### src/rtl/writeback_stage.sv
// writeback_stage
//   Final (WB) stage of the MIPS-lite 5-stage pipeline. Latches the MEM/WB
//   pipeline register and drives the register-file write port. It also keeps
//   a two-entry history of committed destinations for decode-stage hazard
//   checks, counts retired instructions, and runs the halt-completion FSM.
//
// Ports
//   clock, rst       : posedge clock, asynchronous active-low reset
//   valid_i          : MEM stage presents a real instruction this cycle
//   reg_write_i      : instruction writes a register
//   wb_mux_i         : 1 = ALU result, 0 = memory load data
//   load_i           : instruction is a load (statistics only)
//   halt_i           : instruction is HALT
//   rd_i             : destination register index
//   alu_result_i     : ALU result from the MEM stage
//   mem_data_i       : load data from the MEM stage
//   pc_i             : PC of the instruction
//   wr_en            : register-file write enable
//   input_read       : register-file write index
//   wr_data          : register-file write data
//   wb_pc            : PC of the instruction in WB
//   hist_rd          : {previous, newest} committed destinations
//   hist_vld         : valid bit per history entry
//   retired_cnt      : instructions retired, HALT included
//   regwrite_cnt     : retired instructions that wrote a register
//   load_cnt         : retired loads
//   halted           : HALT has retired; the pipeline may stop

module writeback_stage #(
  parameter int DATA               = 32,
  parameter int REG_WIDTH          = 5,
  parameter int ADD_WIDTH          = 32,
  parameter bit ZERO_REG_HARDWIRED = 1'b0
) (
  input  logic                   clock,
  input  logic                   rst,
  input  logic                   valid_i,
  input  logic                   reg_write_i,
  input  logic                   wb_mux_i,
  input  logic                   load_i,
  input  logic                   halt_i,
  input  logic [REG_WIDTH-1:0]   rd_i,
  input  logic [DATA-1:0]        alu_result_i,
  input  logic [DATA-1:0]        mem_data_i,
  input  logic [ADD_WIDTH-1:0]   pc_i,
  output logic                   wr_en,
  output logic [REG_WIDTH-1:0]   input_read,
  output logic [DATA-1:0]        wr_data,
  output logic [ADD_WIDTH-1:0]   wb_pc,
  output logic [2*REG_WIDTH-1:0] hist_rd,
  output logic [1:0]             hist_vld,
  output logic [31:0]            retired_cnt,
  output logic [31:0]            regwrite_cnt,
  output logic [31:0]            load_cnt,
  output logic                   halted
);

  typedef enum logic {
    RUN    = 1'b0,
    HALTED = 1'b1
  } state_t;

  state_t state;
  state_t next_state;

  logic retire_now;
  logic write_now;
  logic halt_now;

  // Halt-completion state register. HALTED is left only through reset.
  always_ff @(posedge clock or negedge rst) begin
    if (!rst) begin
      state <= RUN;
    end else begin
      state <= next_state;
    end
  end

  // Decide what this capture does. Only RUN-state captures of a real
  // instruction retire. A HALT never writes the register file, and with a
  // hardwired zero register a write to r0 is dropped but still retires.
  always_comb begin
    next_state = state;
    retire_now = 1'b0;
    halt_now   = 1'b0;
    write_now  = 1'b0;
    if (state == RUN) begin
      retire_now = valid_i;
      halt_now   = valid_i & halt_i;
      write_now  = valid_i & reg_write_i & ~halt_i;
      if (ZERO_REG_HARDWIRED && (rd_i == '0)) begin
        write_now = 1'b0;
      end
      if (halt_now) begin
        next_state = HALTED;
      end
    end
  end

  // MEM/WB pipeline register, destination history and statistics counters.
  // In HALTED everything holds except wr_en, which write_now keeps low.
  always_ff @(posedge clock or negedge rst) begin
    if (!rst) begin
      wr_en        <= 1'b0;
      input_read   <= '0;
      wr_data      <= '0;
      wb_pc        <= '0;
      hist_rd      <= '0;
      hist_vld     <= 2'b00;
      retired_cnt  <= 32'd0;
      regwrite_cnt <= 32'd0;
      load_cnt     <= 32'd0;
    end else begin
      wr_en <= write_now;
      if (state == RUN) begin
        input_read <= rd_i;
        wb_pc      <= pc_i;
        wr_data    <= wb_mux_i ? alu_result_i : mem_data_i;
      end
      if (write_now) begin
        hist_rd  <= {hist_rd[REG_WIDTH-1:0], rd_i};
        hist_vld <= {hist_vld[0], 1'b1};
      end
      if (retire_now) begin
        retired_cnt <= retired_cnt + 32'd1;
        if (write_now) begin
          regwrite_cnt <= regwrite_cnt + 32'd1;
        end
        if (load_i) begin
          load_cnt <= load_cnt + 32'd1;
        end
      end
    end
  end

  assign halted = (state == HALTED);

endmodule

### config.mk
export PLATFORM = sky130hd
export DESIGN_NAME = writeback_stage
export DESIGN_NICKNAME = d
export VERILOG_FILES = /design/src/rtl/writeback_stage.sv
export SDC_FILE = /design/constraint.sdc
export NUM_CORES = 1
export LEC_CHECK = 0
export ABC_AREA = 1
export CORE_ASPECT_RATIO = 1.25
export CORE_UTILIZATION = 46
export CTS_CLUSTER_DIAMETER = 150
export DETAILED_ROUTE_END_ITERATION = 10
export PLACE_DENSITY = 0.82
export SYNTH_ARGS = -nofsm -noshare
export SYNTH_HDL_FRONTEND = slang
export SYNTH_SLANG_ARGS = --single-unit
export TNS_END_PERCENT = 50
### constraint.sdc
create_clock -name clock -period 1.9 [get_ports clock]
set_clock_uncertainty 0.1 [all_clocks]
set_input_delay 0.57 -clock clock [delete_from_list [all_inputs] [get_ports clock]]
set_output_delay 0.57 -clock clock [all_outputs]
set_load 0.01 [all_outputs]
Word level (Yosys, flattened, before mapping)
Index checks and enable logic that the tools add are counted.

word-level totals
  register bits = 179
  input bits = 108
  output and inout bits = 179
  logic and storage cells = 24

operators by class
  $add $sub $neg = 3
  muxes and demuxes = 5
  bitwise logic cells = 4
  reductions and logical operators = 2

operators with widths
  cell                                                              count
  32-bit by 1-bit adder with 32-bit output (second input constant)  3
  32-bit two-way mux                                                1
  1-bit two-way mux                                                 4
  2-bit AND reduction                                               2
  1-bit bitwise AND                                                 3
  1-bit inverter                                                    1

Logic depth before layout (Yosys ltp)
Gate-level depths: netlist of run 1.

  depth after elaboration = 4
  mapped depth = 10
  mapped depth without buffers = 10

Worst setup path after synthesis of run 1
OpenSTA, ideal clock, no wires.

  path type = register to register
  start point = reg retired_cnt[0]
  end point = reg retired_cnt[22]
  setup time = 122 ps
  arrival = 1,384 ps
  data required time = 1,678 ps
  slack = 294 ps
  stages on the path, launching flop included = 9
  path buffers = 1
  period minus slack after synthesis = 1,606 ps
  cells stage by stage = dfrtp_1 ha_1 nand3_1 nor2_4 nand2_2 nor2_4 buf_6 nand2_1 xor2_1

on the way
  longest elaborated chain between the ends = 1

ends and longest elaborated chain
  item                                      RTL line  source
  start, declared                           52        output logic [31:0] retired_cnt,
  start signal, assigned                    125       retired_cnt <= retired_cnt + 32'd1;
  32-bit by 1-bit adder with 32-bit output  125

Every way passes these cells.
A chain may end at the register's enable or synchronous reset.

Final worst setup path of run 1
  start point = reg retired_cnt[8]
  end point = out retired_cnt[8]

No word-level cell between the ends.

==> flow_summary_export.csv, run 1 <==
group,metric,value,unit
floorplanning,dieArea,0.0190,sq mm
synth,ys_seq_elements,179,
floorplanning,die_x,123,microns
placed_design,place_inst,1581,
cts,cts-root-buf,"clkbuf_16",
floorplanning,rows,55,
power,ir_worst_vdd,0.000601,V
power,power_density,640,mW/mm^2
synth,synth_cells,1041,
cts,cts.path.max_buffers,2,
cts,htreeDepth,4,
worst_setup_path,critical_path_required,1230,ps
worst_setup_path,worstReg2RegStart,"retired_cnt[9]",
sta,rsz0062_at_grt,"false",
cts,cts_buffers,17,
cells_and_area,fin_util,0.704,
cells_and_area,syn_to_final_growth,50.2,%
worst_setup_path,cp_top_family,"flip-flops",
route,vias,8331,
sta,fmax,535,MHz
power,switching_share,0.225,
power,p_switching,0.00184,W
worst_setup_path,worst_path_max_delay_cell,"dfrtp_1",
cells_and_area,final_cell_mix,"nand2_1 (351), dlygate4sd2_1 (175), dfrtp_1 (163)",
worst_setup_path,cp-end-kind,"output pin",
route,dr.pass1.iters,8,
power,power,0.00816,W
cells_and_area,nets,1525,
synth,ys_seq_area_frac,0.528,
worst_setup_path,path_cells,"dlygate4sd2_1",
global_route,grt_pass1_wl,42.3,mm
cts,cts_sinks,179,
global_route,grt_max_degree,69,
placed_design,place_congestion,0.900,
cts,cts.clk_slew.worst_paths,70,ps
worst_setup_path,crit_path_max_incr_delay,440,ps
cts,cts_tree,"built",
power,sequentialPowerShare,0.477,
floorplanning,die_h,154,microns
power,p_leak,6.50,nW
global_route,antenna_found_initial,2,
global_route,overflow,0,
cells_and_area,layout-drive-gt1-share,0.115,
sta,hold_viol_final,0,
sta,min_period,1870,ps
sta,worstMarginPinSlew,692,ps
power,comb_power_share,0.065,
synth,synth_area,0.00848,sq mm
worst_setup_path,worst_setup_path_start_kind,"flip-flop",
worst_setup_path,worstPathArrival,1200,ps
global_route,grt_pass1_vias,8468,
worst_setup_path,reg2reg_depth,8,
synth,synth.avg_cell_area,8.15,sq um
power,pwr-share-clk,0.458,
cells_and_area,final_common_cell,"nand2_1",
placed_design,dp_worst_setup_slack,-361,ps
floorplanning,coreArea,0.0181,sq mm
worst_setup_path,cp-endpoint,"retired_cnt[8]",
synth,synth_top_area_share,0.528,
worst_setup_path,r2r_slack,160,ps
placed_design,io_buffers,286,
route,drt_iter0_markers,666,
synth,synthTopCellsByArea,"dfrtp_1 (53%), nand2_1 (16%), nor2_1 (5.2%)",
sta,post-route-period-util,0.985,
synth,ys_warn_count,0,
synth,async_reset_ff_frac,1.00,
synth,synthDistinctLibCells,26,
run_status,outcome,"finished, violations left",
route,routed_wl,25.9,mm
route,ant_nets,0,
worst_setup_path,crit_start,"retired_cnt[8]",
run_status,violations,"DRC",
synth,syn_nets,1152,
global_route,grt.total_usage,0.289,
worst_setup_path,crit-reg2reg-capture,"retired_cnt[30]",
worst_setup_path,critPathBufInv,1,
floorplanning,io_pins,287,
worst_setup_path,crit_fanout,5,
worst_setup_path,cp.depth,1,
sta,relSlewSlack,0.539,
floorplanning,start_util,0.469,
job,maxCapViolations,0,
synth,synth_top_area_cell,"dfrtp_1",
sta,finalSetupViolations,0,
cells_and_area,fin_cells,1656,
route,wire_per_inst,15.6,microns
worst_setup_path,critical_path_class,"flip-flop to output pin",
sta,final.setup.worst_slack,29.2,ps
power,internal_power,0.00632,W
synth,synth_ff_type,"dfrtp_1",
cts,clock_latency,430,ps
sta,slew_viol_final,0,
synth,synth_edf_count,0,
cells_and_area,fillers,1440,
placed_design,dp_hpwl,18.8,mm
route,avgViaCountPerCell,5.03,
min_path,hold_class,"flip-flop to flip-flop",
route,drc,2,
==> worst min path at each step <==
stage,end,slack [ps],cells past startpoint,start
final,wb_pc[10],370,2,wb_pc[10]
after global routing,regwrite_cnt[23],380,2,rst
after CTS,regwrite_cnt[23],380,2,rst
after detailed placement,regwrite_cnt[23],280,1,rst
after global placement,regwrite_cnt[23],280,1,rst
after floorplan,halted,170,0,rst
==> state kept, by name (all words and copies together) (netlist names) <==
| name | cells |
|---|---|
| wr_data | 32 |
| halted | 1 |
| input_read | 5 |
| hist_vld | 2 |
| wr_en | 1 |
| regwrite_cnt | 32 |
| load_cnt | 32 |
| wb_pc | 32 |
| retired_cnt | 32 |
| hist_rd | 10 |
==> worst min-delay path: cells and delay by family, from the launching register on <==
| kind | cells | cell delay, ps |
|---|---|---|
| flops | 1 | 340 |
| simple gates | 2 | 100 |
==> Yosys cell counts (8+ instances only) <==
| master | instances |
|---|---|
| a21oi_1 | 64 |
| clkbuf_1 | 20 |
| dfrtp_1 | 179 |
| inv_1 | 99 |
| nand2_1 | 351 |
| nand3_1 | 48 |
| nand3b_1 | 11 |
| nand4_1 | 33 |
| nor2_1 | 117 |
| nor2_4 | 8 |
| nor3_1 | 15 |
| o21ai_0 | 14 |
| xnor2_1 | 26 |
| xor2_1 | 34 |
==> per-stage QoR <==
| stage | hold slack [ps] | TNS (ps) | instance area (sq um) |
|---|---|---|---|
| after detailed placement | 277 | -22190 | 12000 |
| after global placement | 276 | -19590 | 12000 |
| after CTS | 375 | 0 | 12700 |
| after global routing | 377 | 0 | 12700 |
| final | 373 | 0 | 12700 |
| after floorplan | 174 | 0 | 8480 |
==> cell families after synthesis <==
group,after synthesis,share of synthesized area
simple gates,594,0.301
flops,179,0.528
buf+inv,127,0.0584
compound gates,78,0.0460
xor+xnor,60,0.0620
fa+ha+maj,3,0.00443
==> layout make-up <==
| type | instances | area, sq um | share of cell area |
|---|---|---|---|
| Antenna cell | 1 | 2.50 | 0.000196 |
| Clock buffer | 19 | 453 | 0.0356 |
| Clock inverter | 13 | 170 | 0.0134 |
| Inverter | 101 | 382 | 0.0300 |
| Multi-Input combinational cell | 735 | 3530 | 0.277 |
| Sequential cell | 179 | 4500 | 0.353 |
| Tap cell | 228 | 285 | 0.0224 |
| Timing Repair Buffer | 380 | 3420 | 0.268 |
==> power by group through the flow <==
stage                     registers (W)  logic [W]  clock network, W
final                           0.00389   0.000533           0.00374
after floorplan                 0.00399  0.0000807                 0
after CTS                       0.00389   0.000540           0.00380
after global placement          0.00396   0.000569                 0
after global routing            0.00389   0.000583           0.00394
after detailed placement        0.00396   0.000574                 0
==> per-layer routing <==
| metal | vias to the layer above | part of all wire | GRT usage | routed length (microns) |
|---|---|---|---|---|
| li1 | 4018 | - | - | - |
| met1 | 3889 | 0.40 | 0.347 | 10300 |
| met2 | 340 | 0.49 | 0.480 | 12800 |
| met3 | 84 | 0.066 | 0.0690 | 1720 |
| met4 | 0 | 0.041 | 0.140 | 1070 |
| met5 | - | 0 | 0 | 0 |
==> timing repair <==
| item | in CTS | in global routing |
|---|---|---|
| setup endpoints to repair | 179 | 12 |
| setup buffers | 40 | 1 |
| hold buffers | 1 | 0 |
| gates cloned | 0 | 0 |
| pin swaps | 0 | 1 |
| gates resized for setup | 194 | 11 |
| hold endpoints to repair | 4 | 0 |
No activity file was read; power rests on OpenSTA's default activity.
==> inputs of run 2 (changes only) <==
--- a/config.mk
+++ b/config.mk
@@ -7,10 +7,10 @@
 export LEC_CHECK = 0
 export ABC_AREA = 1
 export CORE_ASPECT_RATIO = 1.25
-export CORE_UTILIZATION = 46
+export CORE_UTILIZATION = 43
 export CTS_CLUSTER_DIAMETER = 150
 export DETAILED_ROUTE_END_ITERATION = 10
-export PLACE_DENSITY = 0.82
+export PLACE_DENSITY = 0.77
 export SYNTH_ARGS = -nofsm -noshare
 export SYNTH_HDL_FRONTEND = slang
 export SYNTH_SLANG_ARGS = --single-unit
==> run 2 against run 1 <==
The flow still finishes with violations (DRC). Sequential cell count did not move. Cell count rose by 2.2%. Sequential power barely moved. Combinational power rose by 1%. Core utilization fell by 5.0 points. Design area fell by 0.41%. Via count fell by 0.52%. Fmax rose by 0.78%. First-iteration DRC count fell by 30%.
==> flow_summary_export.csv, run 2 (same netlist as run 1, synthesis figures left out) <==
group,metric,value,unit
run_status,violations,"DRC",
sta,min_period,1860,ps
min_path,hold_path_depth,3,
sta,hold_viol_final,0,
route,m1WireLength,10.2,mm
floorplanning,start_util,0.437,
cts,cts_tree,"built",
cts,cts.path.max_buffers,2,
route,avgViaCountPerCell,4.90,
route,wl_met3,1.33,mm
cells_and_area,syn_to_final_growth,49.6,%
cells_and_area,nets,1523,
global_route,grt_max_degree,73,
floorplanning,rows,57,
min_path,hold_end,"halted",
power,p_leak,6.47,nW
worst_setup_path,path_cells,"dlygate4sd2_1",
cts,cts_sinks,179,
route,wire_per_inst,14.8,microns
run_status,outcome,"finished, violations left",
route,vias,8288,
sta,slew_viol_final,0,
sta,finalSetupViolations,0,
floorplanning,die_h,159,microns
floorplanning,dieArea,0.0203,sq mm
cts,cts-root-buf,"clkbuf_16",
min_path,hold_class,"primary input to flip-flop",
cells_and_area,final_cell_mix,"nand2_1 (351), dlygate4sd2_1 (176), dfrtp_1 (163)",
worst_setup_path,crit_fanout,4,
worst_setup_path,crit_path_max_incr_delay,410,ps
global_route,overflow,0,
placed_design,placed_area,0.0120,sq mm
cells_and_area,final_cell_area,0.0127,sq mm
worst_setup_path,reg2reg_depth,8,
power,power_density,619,mW/mm^2
placed_design,dp_hpwl,18.5,mm
global_route,grt.total_usage,0.259,
cells_and_area,layout-drive-gt1-share,0.112,
worst_setup_path,critical_path_class,"flip-flop to output pin",
worst_setup_path,worstReg2RegStart,"load_cnt[5]",
sta,rsz0062_at_grt,"false",
worst_setup_path,cp-end-kind,"output pin",
global_route,grt_pass1_wl,41.1,mm
cells_and_area,multi_input_area,0.00351,sq mm
placed_design,place_inst,1613,
floorplanning,io_pins,287,
route,dr.pass1.iters,8,
worst_setup_path,crit-reg2reg-capture,"load_cnt[27]",
worst_setup_path,worst_path_max_delay_cell,"dfrtp_1",
min_path,hp-start,"halt_i",
global_route,grt_pass1_vias,8256,
route,drt_iter0_markers,468,
cts,cts.clk_slew.worst_paths,60,ps
route,route.top_layer_used,"met4",
route,drc,2,
worst_setup_path,worst_setup_path_start_kind,"flip-flop",
power,power,0.00785,W
sta,post-route-period-util,0.977,
job,maxCapViolations,0,
route,ant_nets,0,
floorplanning,die_x,128,microns
sta,worst_hold_slack,359,ps
cts,clock_latency,420,ps
sta,fmax,539,MHz
worst_setup_path,worstPathArrival,1190,ps
route,routed_wl,25.1,mm
worst_setup_path,r2r_slack,150,ps
placed_design,io_buffers,286,
worst_setup_path,cp_top_family,"flip-flops",
sta,worstMarginPinSlew,780,ps
floorplanning,coreArea,0.0194,sq mm
worst_setup_path,critPathBufInv,1,
cells_and_area,fillers,1695,
cts,htreeDepth,4,
route,wl_met2,12.7,mm
worst_setup_path,critical_path_required,1230,ps
sta,finalSetupTns,0,ps
sta,relSlewSlack,0.480,
cts,cts_buffers,17,
cells_and_area,fin_cells,1692,
power,ir_worst_vdd,0.000557,V
cells_and_area,regArea,0.00450,sq mm
placed_design,place_congestion,0.921,
global_route,antenna_found_initial,2,
cells_and_area,final_common_cell,"nand2_1",
==> run 2: cell types whose count changed in the layout (fill, tap and decap cells not counted), moves of 2 or more <==
cell             change
bufinv_16            -2
clkbuf_1             +2
clkdlybuf4s15_1      -2
clkdlybuf4s50_1      -2
clkinv_2             +2
clkinvlp_4           +2
dlymetal6s2s_1       +2
inv_6                -3
nor2_4               -2
==> run 2: what timing repair did <==
action,CTS,global route
resized for setup,195,6
hold endpoints to repair,28,0
setup endpoints to repair,179,24
hold buffers,1,0
buffers inserted,44,0
pin swaps,0,1
==> run 2: how the worst max path moves through the flow <==
| stage | from | to | slack, ps | depth (start not counted) |
|---|---|---|---|---|
| 3_5_place_dp | valid_i | regwrite_cnt[25] | -400 | 8 |
| 4_1_cts | halted | halted | 0.8 | 1 |
| 3_3_place_gp | valid_i | retired_cnt[15] | -370 | 6 |
| 5_1_grt | load_cnt[0] | load_cnt[0] | 10 | 1 |
| 6_report | retired_cnt[0] | retired_cnt[0] | 40 | 1 |
| 2_1_floorplan | retired_cnt[0] | retired_cnt[22] | 290 | 8 |
==> run 2: cell type report <==
| class | count | share of cell area |
|---|---|---|
| antenna | 2 | 0.000394 |
| clock buffer | 21 | 0.0363 |
| clock inverter | 11 | 0.00819 |
| inverter | 101 | 0.0300 |
| multi-input combinational | 735 | 0.276 |
| sequential | 179 | 0.355 |
| tap | 265 | 0.0261 |
| timing repair buffer | 378 | 0.268 |
==> run 2: metal layers <==
layer | track usage | up-vias
met2 | 0.447 | 314
met5 | 0 | -
li1 | - | 4019
met1 | 0.312 | 3904
met3 | 0.0511 | 51
met4 | 0.110 | 0
==> run 2: report_power, final <==
part | leakage [nW] | internal (W) | total (W) | switching, W
combinational | 4.07 | 0.000300 | 0.000539 | 0.000239
clock | 0.262 | 0.00188 | 0.00342 | 0.00154
sequential | 2.14 | 0.00386 | 0.00389 | 0.0000287
==> run 2: worst reg2reg max path: stages (launching register included) <==
cell and delay, ps:
dfrtp_1 360, buf_4 130, nand2_1 60, nor2_1 350
nand3b_1 120, nor2_1 280, nand3_1 120, nand2_1 80
nand2_1 40
==> run 2: through the flow <==
stage	util	setup WS [ps]
after floorplan	-	294
after global placement	0.617	-373
after detailed placement	0.617	-399
after CTS	0.654	0.816
after global routing	0.654	9.86
final	0.654	43.6
==> inputs of run 3 (changes only) <==
--- a/config.mk
+++ b/config.mk
@@ -10,6 +10,7 @@
 export CORE_UTILIZATION = 43
 export CTS_CLUSTER_DIAMETER = 150
 export DETAILED_ROUTE_END_ITERATION = 10
+export HOLD_SLACK_MARGIN = 0.15
 export PLACE_DENSITY = 0.77
 export SYNTH_ARGS = -nofsm -noshare
 export SYNTH_HDL_FRONTEND = slang
==> results of run 3 <==
The final DEF is identical to that of run 2; final timing and power are the same.
